## src/rtl/channel_slicer.sv

```systemverilog
// -----------------------------------------------------------------------------
// channel_slicer
//
// Receive-side slicer for the fading channel model. It turns the channel's
// saturating fading level back into the transmitted serial bit stream. The
// direction of the slope gives the bit: a rising level is a 1 and a falling
// level is a 0. A UI phase counter is pulled into line by slope reversals.
// Once the phase is locked, the slicer emits one majority-voted bit per UI.
//
// Optional feature, selected by the macro SLICER_HYST_EN:
//   The slope direction only flips after the level has moved HYST LSBs away
//   from the running extremum. This filters single-LSB glitches. When the
//   macro is undefined, any nonzero step sets the direction and the HYST
//   parameter does not exist.
//
// Ports:
//   faster_clk   in   1        sample clock
//   rst_n        in   1        asynchronous active-low reset
//   level_in     in   LEVEL_W  fading level from the channel
//   level_valid  in   1        level_in is valid this cycle
//   bit_out      out  1        recovered bit, held between strobes
//   bit_valid    out  1        one-cycle strobe, bit_out is valid
//   locked       out  1        phase FSM is in LOCKED
//   slope_dir    out  1        current registered slope decision (debug)
// -----------------------------------------------------------------------------
module channel_slicer #(
   parameter int LEVEL_W      = 10,
   parameter int OSR          = 100,
   parameter int TOL          = 3,
   parameter int LOCK_EDGES   = 4,
   parameter int UNLOCK_EDGES = 2
`ifdef SLICER_HYST_EN
   ,
   parameter int HYST         = 2
`endif
) (
   input  logic               faster_clk,
   input  logic               rst_n,
   input  logic [LEVEL_W-1:0] level_in,
   input  logic               level_valid,
   output logic               bit_out,
   output logic               bit_valid,
   output logic               locked,
   output logic               slope_dir
);

   localparam int PH_W   = $clog2(OSR);
   localparam int ONES_W = $clog2(OSR + 1);
   localparam int GOOD_W = $clog2(LOCK_EDGES + 1);
   localparam int BAD_W  = $clog2(UNLOCK_EDGES + 1);

   localparam logic [PH_W-1:0]   PH_LAST   = PH_W'(OSR - 1);
   localparam logic [PH_W-1:0]   PH_HALF   = PH_W'(OSR / 2);
   localparam logic [PH_W-1:0]   PH_TOL    = PH_W'(TOL);
   localparam logic [PH_W-1:0]   PH_HI     = PH_W'(OSR - TOL);
   localparam logic [ONES_W-1:0] ONES_HALF = ONES_W'(OSR / 2);
   localparam logic [GOOD_W-1:0] GOOD_MAX  = GOOD_W'(LOCK_EDGES);
   localparam logic [BAD_W-1:0]  BAD_MAX   = BAD_W'(UNLOCK_EDGES);

   typedef enum logic [1:0] {IDLE, ACQUIRE, LOCKED} state_t;

   state_t              state_q, state_d;
   logic                dir_q, dir_d;
   logic [PH_W-1:0]     ph_q, ph_d;
   logic [ONES_W-1:0]   ones_q, ones_d, ones_incl;
   logic [GOOD_W-1:0]   good_q, good_d;
   logic [BAD_W-1:0]    bad_q, bad_d;
   logic                bit_q, bit_valid_q, locked_q;
   logic                edge_det, on_grid, decide, decide_bit, emit;

   // ---------------------------------------------------------------------
   // Slope decision
   // ---------------------------------------------------------------------
`ifdef SLICER_HYST_EN
   localparam logic [LEVEL_W+1:0] HYST_X = (LEVEL_W + 2)'(HYST);

   // Running max while rising, running min while falling. It restarts
   // from the current level on every flip.
   logic [LEVEL_W-1:0] ext_q, ext_d;
   logic [LEVEL_W+1:0] lvl_x, ext_x;

   always_comb begin
      lvl_x = {2'b00, level_in};
      ext_x = {2'b00, ext_q};
      dir_d = dir_q;
      ext_d = ext_q;
      if (dir_q) begin
         if (lvl_x + HYST_X <= ext_x) begin
            dir_d = 1'b0;
            ext_d = level_in;
         end else if (level_in > ext_q) begin
            ext_d = level_in;
         end
      end else begin
         if (lvl_x >= ext_x + HYST_X) begin
            dir_d = 1'b1;
            ext_d = level_in;
         end else if (level_in < ext_q) begin
            ext_d = level_in;
         end
      end
   end

   always_ff @(posedge faster_clk or negedge rst_n) begin
      if (!rst_n) begin
         ext_q <= '0;
      end else if (level_valid) begin
         ext_q <= ext_d;
      end
   end
`else
   logic [LEVEL_W-1:0] level_prev_q;
   logic [LEVEL_W:0]   delta;

   // Both operands are zero-extended, so the top bit of the difference is
   // the sign of the signed delta. A zero delta (including saturation
   // plateaus) holds the previous direction.
   always_comb begin
      delta = {1'b0, level_in} - {1'b0, level_prev_q};
      dir_d = dir_q;
      if (delta[LEVEL_W]) begin
         dir_d = 1'b0;
      end else if (delta != '0) begin
         dir_d = 1'b1;
      end
   end

   always_ff @(posedge faster_clk or negedge rst_n) begin
      if (!rst_n) begin
         level_prev_q <= '0;
      end else if (level_valid) begin
         level_prev_q <= level_in;
      end
   end
`endif

   assign edge_det  = level_valid && (dir_d != dir_q);
   assign on_grid   = (ph_q <= PH_TOL) || (ph_q >= PH_HI);
   assign ones_incl = ones_q + {{(ONES_W-1){1'b0}}, dir_d};

   // ---------------------------------------------------------------------
   // Phase, vote and lock FSM
   // ---------------------------------------------------------------------
   always_comb begin
      ph_d       = ph_q;
      ones_d     = ones_q;
      decide     = 1'b0;
      decide_bit = 1'b0;
      state_d    = state_q;
      good_d     = good_q;
      bad_d      = bad_q;

      if (level_valid) begin
         // An edge takes priority over the end of the window. An edge in the
         // second half closes the partial window with the old direction.
         // An edge in the first half simply discards the partial window.
         if (edge_det) begin
            ph_d   = '0;
            ones_d = '0;
            if (ph_q >= PH_HALF) begin
               decide     = 1'b1;
               decide_bit = dir_q;
            end
         end else if (ph_q == PH_LAST) begin
            ph_d       = '0;
            ones_d     = '0;
            decide     = 1'b1;
            decide_bit = (ones_incl > ONES_HALF);
         end else begin
            ph_d   = ph_q + PH_W'(1);
            ones_d = ones_incl;
         end

         if (edge_det) begin
            case (state_q)
               IDLE: begin
                  state_d = ACQUIRE;
                  good_d  = '0;
               end
               ACQUIRE: begin
                  if (!on_grid) begin
                     good_d = '0;
                  end else if (good_q >= GOOD_MAX - GOOD_W'(1)) begin
                     good_d  = GOOD_MAX;
                     state_d = LOCKED;
                     bad_d   = '0;
                  end else begin
                     good_d = good_q + GOOD_W'(1);
                  end
               end
               LOCKED: begin
                  if (on_grid) begin
                     bad_d = '0;
                  end else if (bad_q >= BAD_MAX - BAD_W'(1)) begin
                     bad_d   = BAD_MAX;
                     state_d = ACQUIRE;
                     good_d  = '0;
                  end else begin
                     bad_d = bad_q + BAD_W'(1);
                  end
               end
               default: begin
                  state_d = IDLE;
               end
            endcase
         end
      end
   end

   // Only emit while LOCKED and staying LOCKED, so the cycle that drops
   // lock never produces a bit.
   assign emit = decide && (state_q == LOCKED) && (state_d == LOCKED);

   always_ff @(posedge faster_clk or negedge rst_n) begin
      if (!rst_n) begin
         state_q     <= IDLE;
         dir_q       <= 1'b0;
         ph_q        <= '0;
         ones_q      <= '0;
         good_q      <= '0;
         bad_q       <= '0;
         bit_q       <= 1'b0;
         bit_valid_q <= 1'b0;
         locked_q    <= 1'b0;
      end else if (level_valid) begin
         state_q     <= state_d;
         dir_q       <= dir_d;
         ph_q        <= ph_d;
         ones_q      <= ones_d;
         good_q      <= good_d;
         bad_q       <= bad_d;
         bit_valid_q <= emit;
         locked_q    <= (state_d == LOCKED);
         if (emit) begin
            bit_q <= decide_bit;
         end
      end else begin
         bit_valid_q <= 1'b0;
      end
   end

   assign bit_out   = bit_q;
   assign bit_valid = bit_valid_q;
   assign locked    = locked_q;
   assign slope_dir = dir_q;

endmodule

```

## config.mk

```make
export PLATFORM = sky130hd
export DESIGN_NAME = channel_slicer
export DESIGN_NICKNAME = d
export VERILOG_FILES = /design/src/rtl/channel_slicer.sv
export SDC_FILE = /design/constraint.sdc
export NUM_CORES = 1
export LEC_CHECK = 0
export CAP_MARGIN = 20
export CORE_UTILIZATION = 50
export DETAILED_ROUTE_END_ITERATION = 12
export GPL_TIMING_DRIVEN = 0
export PLACE_DENSITY = 0.67
export SKIP_CTS_REPAIR_TIMING = 1
export SYNTH_ARGS = -nofsm -noshare
export SYNTH_HDL_FRONTEND = slang
export SYNTH_SLANG_ARGS = --single-unit
```

## constraint.sdc

```tcl
create_clock -name faster_clk -period 11.85 [get_ports faster_clk]
set_input_delay 2.37 -clock faster_clk [delete_from_list [all_inputs] [get_ports faster_clk]]
set_output_delay 2.37 -clock faster_clk [all_outputs]
set_load 0.005 [all_outputs]
```

After elaboration in Yosys (flattened, before gate mapping):

Cells that the tools add are included.

* add/sub/neg operators: 5
* magnitude comparators: 6
* equality and inequality tests: 9
* muxes and demuxes: 31
* reduce and logical (&&, ||, !) cells: 11

Operators by type and width (count)
* 7-bit 2-to-1 mux: 4
* 2-bit 2-to-1 mux: 10
* 3-bit 2-to-1 mux: 4
* 11-bit nonzero test: 1
* 10-bit by 10-bit subtractor with 11-bit output: 1
* 1-bit 2-to-1 mux: 10
* 5-bit AND reduction: 2
* 3-bit case mux with 3 select lines: 1
* 2-bit inequality test, second input constant: 4
* 7-bit by 1-bit adder with 7-bit output: 1
* 7-bit by 1-bit adder with 7-bit output, second input constant: 1
* 7-bit equality test, second input constant: 1
* 7-bit by 6-bit greater-or-equal comparator with 1-bit output, second input constant: 1
* 7-bit greater-or-equal comparator, second input constant: 1
* 7-bit by 6-bit greater-than comparator with 1-bit output, second input constant: 1
* 7-bit by 2-bit <= comparator with 1-bit output, second input constant: 1
* 2-bit case mux with 3 select lines: 1
* 2-bit equality test, second input constant: 2
* 2-bit case mux with 2 select lines: 1
* 3-bit by 1-bit adder with 3-bit output, second input constant: 1
* 3-bit by 2-bit greater-or-equal comparator with 1-bit output, second input constant: 1
* 1-bit logical AND: 3
* 3-bit nonzero test: 1
* 2-bit by 1-bit adder with 2-bit output, second input constant: 1
* other kinds (7): 7

* register bits after elaboration: 35
* input bits: 13
* output and inout bits: 4
* logic and storage cells: 72

Depth between registers and ports, before layout:

Gate-level depths: netlist of run 1.

* word-level depth: 11
* mapped depth: 20
* mapped depth without buffers: 19

Worst setup path before layout of run 1:

OpenSTA, ideal clock, no wires.

* path kind: input port to flip-flop
* start point: in level_in[5]
* end point: reg bit_q (netlist: bit_out)
* library setup time: 0.125 ns
* arrival time: 5.703 ns
* data required time: 11.725 ns
* path slack: 6.022 ns
* stages: 19
* buffers on the path: 1
* cell sequence: ha_1 buf_6 a211oi_2 o21bai_1 and2_4 or3_1 a21oi_1 a31oi_4 ha_1 ha_1 nand2_1 nand4_1 a21oi_1 nor3_1 nand3b_1 a21oi_1 mux2_2 a22o_1 mux2_4

* longest elaborated chain between the ends: 11
* elaborated cells between the ends (all ways): 18
* those cells by class: 2 x add/sub; 1 x order compare; 2 x eq/ne; 8 x mux; 5 x reduce/logical

Ends and longest elaborated chain
* from (decl): RTL line 39 `input logic [LEVEL_W-1:0] level_in,`
* 10-bit by 10-bit subtractor with 11-bit output *: RTL line 119 `delta = {1'b0, level_in} - {1'b0, level_prev_q};`
* 11-bit nonzero test: RTL line 123 `end else if (delta != '0) begin`
* 1-bit 2-to-1 mux: RTL line 123
* 1-bit 2-to-1 mux *: RTL line 121 `if (delta[LEVEL_W]) begin`
* via dir_d: RTL line 63 `logic dir_q, dir_d;`
* parallel branches: the longest is 7 deep, another holds 7-bit by 1-bit adder with 7-bit output
* to (signal assigned): RTL line 235 `bit_q <= decide_bit;`
* to (decl): RTL line 68 `logic bit_q, bit_valid_q, locked_q;`

Mark *: on every way through the listed nets, which the timed path passes.
A chain may end at the register's enable or synchronous reset.

Worst setup path after layout of run 1:

Ends and elaborated chain as after synthesis.

==> out/metrics.csv, run 1 <==
metric,value,unit
syn_area_per_cell,9.473,um2
fp.dieH,71.37,um
gp_congestion,0.7767,
avgViaCountPerCell,5.790,
ys_top_cells_by_count,"35 x dfrtp_1, 18 x inv_1, 18 x nand2_1",
cts_max_path_buffers,2,
dp.cells,321,
synth.area.top_cells,"dfrtp_1 36%, ha_1 8.8%, a22o_1 4.7%",
violations,design-rule violations,
ys_ff_latch,35,
dp_hpwl,3.548,mm
dieArea,0.005094,mm2
overflow,0,
wl_per_cell,14.79,um
coreArea,0.004474,mm2
setup_tns,0,ns
firstDrtPassIters,8,
fillers,378,
diodes,0,
period_share,52.85,%
seq_area_frac_synth,36.40,%
crit_fanout,8,
startpoint_type,input pin,
grtUsageTotal,21.64,%
synth_area,0.002406,mm2
rows,24,
cts.clk_slew.worst_paths,0.07,ns
hold_viol,0,
status,"complete, but fails checks",
met1Wirelength,2.479,mm
synthFlopType,dfrtp_1,
highest_layer,met4,
cts_sinks,35,
synthDominantCellAreaShare,36.40,%
die_w,71.37,um
r2r_slack,7.75,ns
synth_area_leader_cell,dfrtp_1,
drc_errors,1,
cp_data_arrival_time,6.44,ns
power,0.3848,mW
vdd_drop_max,77.71,uV
maxSlewHeadroom,47.16,%
drive_gt1_share,9.747,%
fin_worst_hold_slack,0.5043,ns
async_reset_ff_share,100.0,%
synth_edf_count,0,
yosysMostFrequentCell,dfrtp_1,
area_delta_synth_final,12.12,%
cts_max_level,2,
ant_nets,0,
placed_area,0.002616,mm2
drv_cap,0,
drt-total-wl,4.867,mm
syn_inst,254,
worstHoldStart,locked,
leakage,1.219,nW
nets,306,
drt_first_iter_violations,122,
cts_tree,built,
num_vias,1905,
setup_viol,0,
boundaryPins,17,
wl_met3,147,um
synth_cell_type_count,55,
final_util,60.29,%
antenna_found_initial,0,
tightestPinTransition,0.7925,ns
hp-class,reg2reg,
fin_ws,5.587,ns
p_per_area,142.6,mW/mm2
met2_length,2.155,mm
regToRegStartpoint,level_prev_q[1],
grt_pass1_vias,1835,
pre_cts_ws,5.304,ns
criticalPathCategory,in2reg,
critPathLaunch,level_in[5],
initial_core_util,53.78,%
stdcell_count,329,
max_clock_freq,159.7,MHz
worst_ep_required_time,12.02,ns
final.min_clock_period,6.263,ns
drv_slew,0,
grt_start_max_net_pins,36,
syn-num-nets,284,
cts_inserted_buffers,5,
final_cell_area,0.002698,mm2
rsz0062_at_grt,false,
clock_latency,0.29,ns
cp-end-kind,register,
root_buffer,clkbuf_8,
ys_warn_count,0,
fin_skew,0.005921,ns
portBuffers,15,
grt_pass1_wl,8.576,mm
sequential cells by signal, indices dropped and copies added (netlist names):
name	count
bit_valid	1
locked	1
state_q	2
good_q	3
bad_q	2
slope_dir	1
ph_q	7
bit_out	1
ones_q	7
level_prev_q	10
area by class of cell:
| class | instances | area, um2 | area share (%) |
|---|---|---|---|
| inverter | 18 | 67.56 | 2.505 |
| multi-input combinational | 191 | 1409 | 52.23 |
| tap | 52 | 65.06 | 2.412 |
| buffer | 10 | 53.80 | 1.994 |
| sequential | 35 | 875.8 | 32.47 |
| clock inverter | 1 | 5.005 | 0.1855 |
| timing repair buffer | 15 | 145.1 | 5.380 |
| clock buffer | 7 | 76.32 | 2.829 |
metal layers:
| layer | vias up | GRT usage, % |
|---|---|---|
| met1 | 883 | 30.39 |
| met4 | 0 | 9.111 |
| met5 | - | 0 |
| met2 | 33 | 33.33 |
| li1 | 981 | - |
| met3 | 8 | 3.516 |
critical path, cell delays in order:
cell and delay (ns):
clkdlybuf4s50_1 0.42, ha_1 0.31, buf_6 0.14, a211oi_2 0.18, o21bai_1 0.12, and2_4 0.18
or3_1 0.40, xnor2_2 0.17, a31oi_4 0.26, ha_1 0.26, ha_1 0.26, nand2_1 0.11
nand4_1 0.10, a21oi_1 0.16, nor3_1 0.06, nand3b_1 0.09, a21oi_1 0.09, mux2_2 0.27
a22o_1 0.24, mux2_4 0.25
placed cells by master, fill, tap and decap left out, types with 8 or more instances in the layout:
master / n
inv_1: 18
a22o_1: 13
dfrtp_1: 35
clkdlybuf4s50_1: 14
a21oi_1: 16
nor2_1: 8
nand2_1: 18
nor2b_1: 9
clkbuf_1: 8
ha_1: 17
o21ai_0: 17
logic make-up after synthesis:
group           after synthesis  synth area share (%)
fa+ha+maj                    17                 8.840
buf+inv                      28                 5.044
flops                        35                 36.40
simple gates                 79                 18.31
mux                           8                 3.848
xor+xnor                      7                 3.641
compound gates               80                 23.92
where the power goes:
| part | leakage [nW] | total [mW] | internal, mW | switching, mW |
|---|---|---|---|---|
| registers | 0.455 | 0.157 | 0.138 | 0.0192 |
| logic | 0.721 | 0.143 | 0.0668 | 0.0767 |
| clock network | 0.0422 | 0.0840 | 0.0412 | 0.0428 |
| total | 1.22 | 0.385 | 0.246 | 0.139 |
final timing paths:
check / end / depth (start not counted)
min in group asynchronous: level_prev_q[1] / 1
max in group asynchronous: level_prev_q[6] / 1
hold / removal: locked / 1
hold reg to reg: locked / 1
setup reg to reg: bit_out / 19
setup / recovery: bit_out / 20
No activity file was read; power rests on OpenSTA's default activity.
==> run 2: changes to the inputs <==
- clock period: 11.85 -> 6.1 ns (I/O delays scaled with it)
==> results of run 2 <==
Same layout as run 1 (identical final DEF). Status: complete, but fails checks: design-rule violations.
Among the figures that moved: setup slack after placement 5.304 ns -> 0.7037 ns; setup slack after layout 5.587 ns -> 0.9869 ns; register-to-register setup slack 7.75 ns -> 2.00 ns; total power 0.3848 mW -> 0.7475 mW; worst IR drop on VDD 77.71 uV -> 151.0 uV
==> run 3: changes to the inputs <==
- PLACE_DENSITY: 0.67 -> 0.69
- clock period: 6.1 -> 4.4 ns (I/O delays scaled with it)
==> run 3 against run 2 <==
Effect of this change:
- combinational power is 61% higher
- flip-flop and latch count unchanged
- setup slack got worse by 0.83 ns
- sequential power rose by 40%
- clock-buffer cell count down 2
- clock power rose by 120%
- the flow still finishes with violations (design-rule violations)
- total power rose by 65%
- core utilization increased by 6.7 points
- critical path type unchanged
- first-iteration DRC count is 0.82% higher
- largest power group is now combinational cells
- largest cell class unchanged
- clock skew is 0.0013 ns higher
- global-route usage fell by 0.59 points
- design area is 11% higher
==> out/metrics.csv, run 3 (synthesized netlist as in run 1, its figures left out) <==
metric,value,unit,change
power_frac_comb,36.4,%,was 37.3%
boundaryPins,17,,unchanged
power,1.231,mW,was 0.7475 mW
grt_start_max_net_pins,36,,unchanged
drv_slew,0,,unchanged
placed_area,0.002616,mm2,unchanged
area_delta_synth_final,24.65,%,was 12.12%
largest_reg_flops,10,,unchanged
final.min_clock_period,4.244,ns,
regToRegStartpoint,level_prev_q[5],,was level_prev_q[1]
drt_first_iter_violations,123,,was 122
met1Wirelength,2.677,mm,was 2.479 mm
setup_viol,0,,unchanged
r2r-end,bit_out,,unchanged
hp-class,reg2reg,,unchanged
fp.dieH,71.37,um,unchanged
rsz0062_at_grt,false,,unchanged
clock_latency,0.29,ns,about the same
internal_power,0.8161,mW,was 0.4781 mW
drive_gt1_share,20.77,%,was 9.747%
top_regs,"level_prev_q: 10 flops, ones_q: 7 flops, ph_q: 7 flops",,unchanged
grt_pass1_vias,1755,,was 1835
largest_register,level_prev_q,,unchanged
avgViaCountPerCell,5.860,,was 5.790
ant_nets,0,,unchanged
nets,313,,was 306
setup_tns,0,ns,unchanged
clock_power_share,28.9,%,was 21.8%
grtUsageTotal,21.05,%,was 21.64%
dp_hpwl,3.427,mm,was 3.548 mm
root_buffer,clkbuf_8,,unchanged
crit_fanout,4,,was 8
vdd_drop_max,294.1,uV,was 151.0 uV
num_vias,1969,,was 1905
portBuffers,15,,unchanged
grt_pass1_wl,8.314,mm,was 8.576 mm
status,"complete, but fails checks",,unchanged
diodes,0,,unchanged
antenna_found_initial,0,,unchanged
cts_inserted_buffers,5,,unchanged
startpoint_type,input pin,,unchanged
wl_per_cell,15.53,um,was 14.79 um
cts_max_path_buffers,2,,unchanged
r2r_slack,0.48,ns,was 2.00 ns
r2r_cells,20,,was 19
cts_sinks,35,,unchanged
initial_core_util,53.78,%,unchanged
cts_tree,built,,unchanged
stdcell_count,336,,was 329
highest_layer,met4,,unchanged
p_per_area,410.6,mW/mm2,was 277.1 mW/mm2
leakage,1.355,nW,was 1.219 nW
gp_congestion,0.7965,,was 0.7767
violations,design-rule violations,,unchanged
cts_max_level,2,,unchanged
dp.cells,321,,unchanged
firstDrtPassIters,8,,unchanged
maxSlewHeadroom,46.40,%,was 47.16%
layout_commonest_cell,dfrtp_1,,unchanged
worst_ep_required_time,4.58,ns,was 6.27 ns
period_share,96.46,%,
cp_data_arrival_time,4.43,ns,was 5.29 ns
overflow,0,,unchanged
fin_skew,0.007208,ns,was 0.005921 ns
seqPwrFrac,34.7,%,was 40.9%
final_cell_area,0.002999,mm2,was 0.002698 mm2
tightestPinTransition,0.8040,ns,was 0.7925 ns
drc_errors,1,,unchanged
final_cell_mix,"35 x dfrtp_1, 18 x inv_1, 16 x o21ai_0, 16 x nand2_1, 13 x a22o_1",,"was 35 x dfrtp_1, 18 x inv_1, 18 x nand2_1"
drv_cap,0,,unchanged
hold_depth,1,,unchanged
p_sw,0.4153,mW,was 0.2694 mW
drt-total-wl,5.219,mm,was 4.867 mm
p_sw_share,33.73,%,was 36.04%
cp-end-kind,register,,unchanged
max_clock_freq,235.6,MHz,
criticalPathCategory,in2reg,,unchanged
min_to,locked,,unchanged
worstHoldStart,locked,,unchanged
coreArea,0.004474,mm2,unchanged
dieArea,0.005094,mm2,unchanged
rows,24,,unchanged
die_w,71.37,um,unchanged
wl_met3,189,um,was 147 um
met2_length,2.296,mm,was 2.155 mm
hold_viol,0,,unchanged
cts.clk_slew.worst_paths,0.08,ns,was 0.07 ns
==> run 3: cell count changes in the layout (fill, tap and decap cells not counted), moves of 7 or more <==
cell and delta:
dlymetal6s2s_1 +8, clkdlybuf4s50_1 -8, ha_1 -9, a21oi_1 -7
buf_4 +7, a21oi_2 +7, ha_4 +8
==> run 3: worst max path at each step <==
stage                start  endpoint  slack (ns)  cells past startpoint
2_1_floorplan  level_in[5]   bit_out        0.06                     19
3_3_place_gp   level_in[1]   bit_out       -0.65                     19
3_5_place_dp   level_in[1]   bit_out       -0.66                     19
4_1_cts        level_in[1]   bit_out       -0.35                     19
5_1_grt        level_in[5]   bit_out        0.01                     20
6_report       level_in[5]   bit_out        0.16                     20
==> run 3: power by group through the flow <==
stage / Combinational [mW] / Sequential [mW] / Clock [mW]
global placement: 0.380 / 0.428 / 0
CTS: 0.390 / 0.424 / 0.363
floorplan: 0.298 / 0.418 / 0
detailed placement: 0.386 / 0.430 / 0
global route: 0.496 / 0.437 / 0.375
finish: 0.448 / 0.428 / 0.356
==> run 3: worst max-delay path, stage by stage <==
cell and delay [ns]:
dlymetal6s2s_1 0.13, ha_1 0.28, buf_6 0.12, a211oi_2 0.21, o21bai_1 0.11, and2_4 0.15, or3_4 0.42, xnor2_4 0.16
a31oi_4 0.28, ha_4 0.19, ha_4 0.20, nand2_2 0.08, nand4_1 0.12, a21oi_2 0.16, nor3_2 0.05, nand3b_1 0.10
a21oi_2 0.06, mux2_2 0.26, a22o_1 0.21, mux2_4 0.25
==> run 3: layout make-up <==
type / count / area [um2]
well taps: 52 / 65.06
inverters: 18 / 67.56
repair buffers: 22 / 217.7
multi-input cells: 191 / 1583
fillers: 368 / 1475
clock buffers: 5 / 68.82
clock inverters: 3 / 67.56
plain buffers: 10 / 53.80
flip-flops and latches: 35 / 875.8
==> run 3: metal layers <==
metal | vias up | global-route usage [%]
li1 | 994 | -
met1 | 939 | 30.74
met2 | 32 | 30.79
met3 | 4 | 4.641
met4 | 0 | 7.333
met5 | - | 0
==> run 3: metrics by stage <==
| stage | setup WS, ns | utilization, % | hold WS (ns) |
|---|---|---|---|
| 2_1_floorplan | 0.06206 | - | 0.4831 |
| 3_3_place_gp | -0.6534 | 58.59 | 0.4955 |
| 3_5_place_dp | -0.6575 | 58.47 | 0.4946 |
| 4_1_cts | -0.3450 | 61.52 | 0.5211 |
| 5_1_grt | 0.01312 | 67.03 | 0.5369 |
| 6_report | 0.1557 | 67.03 | 0.5086 |
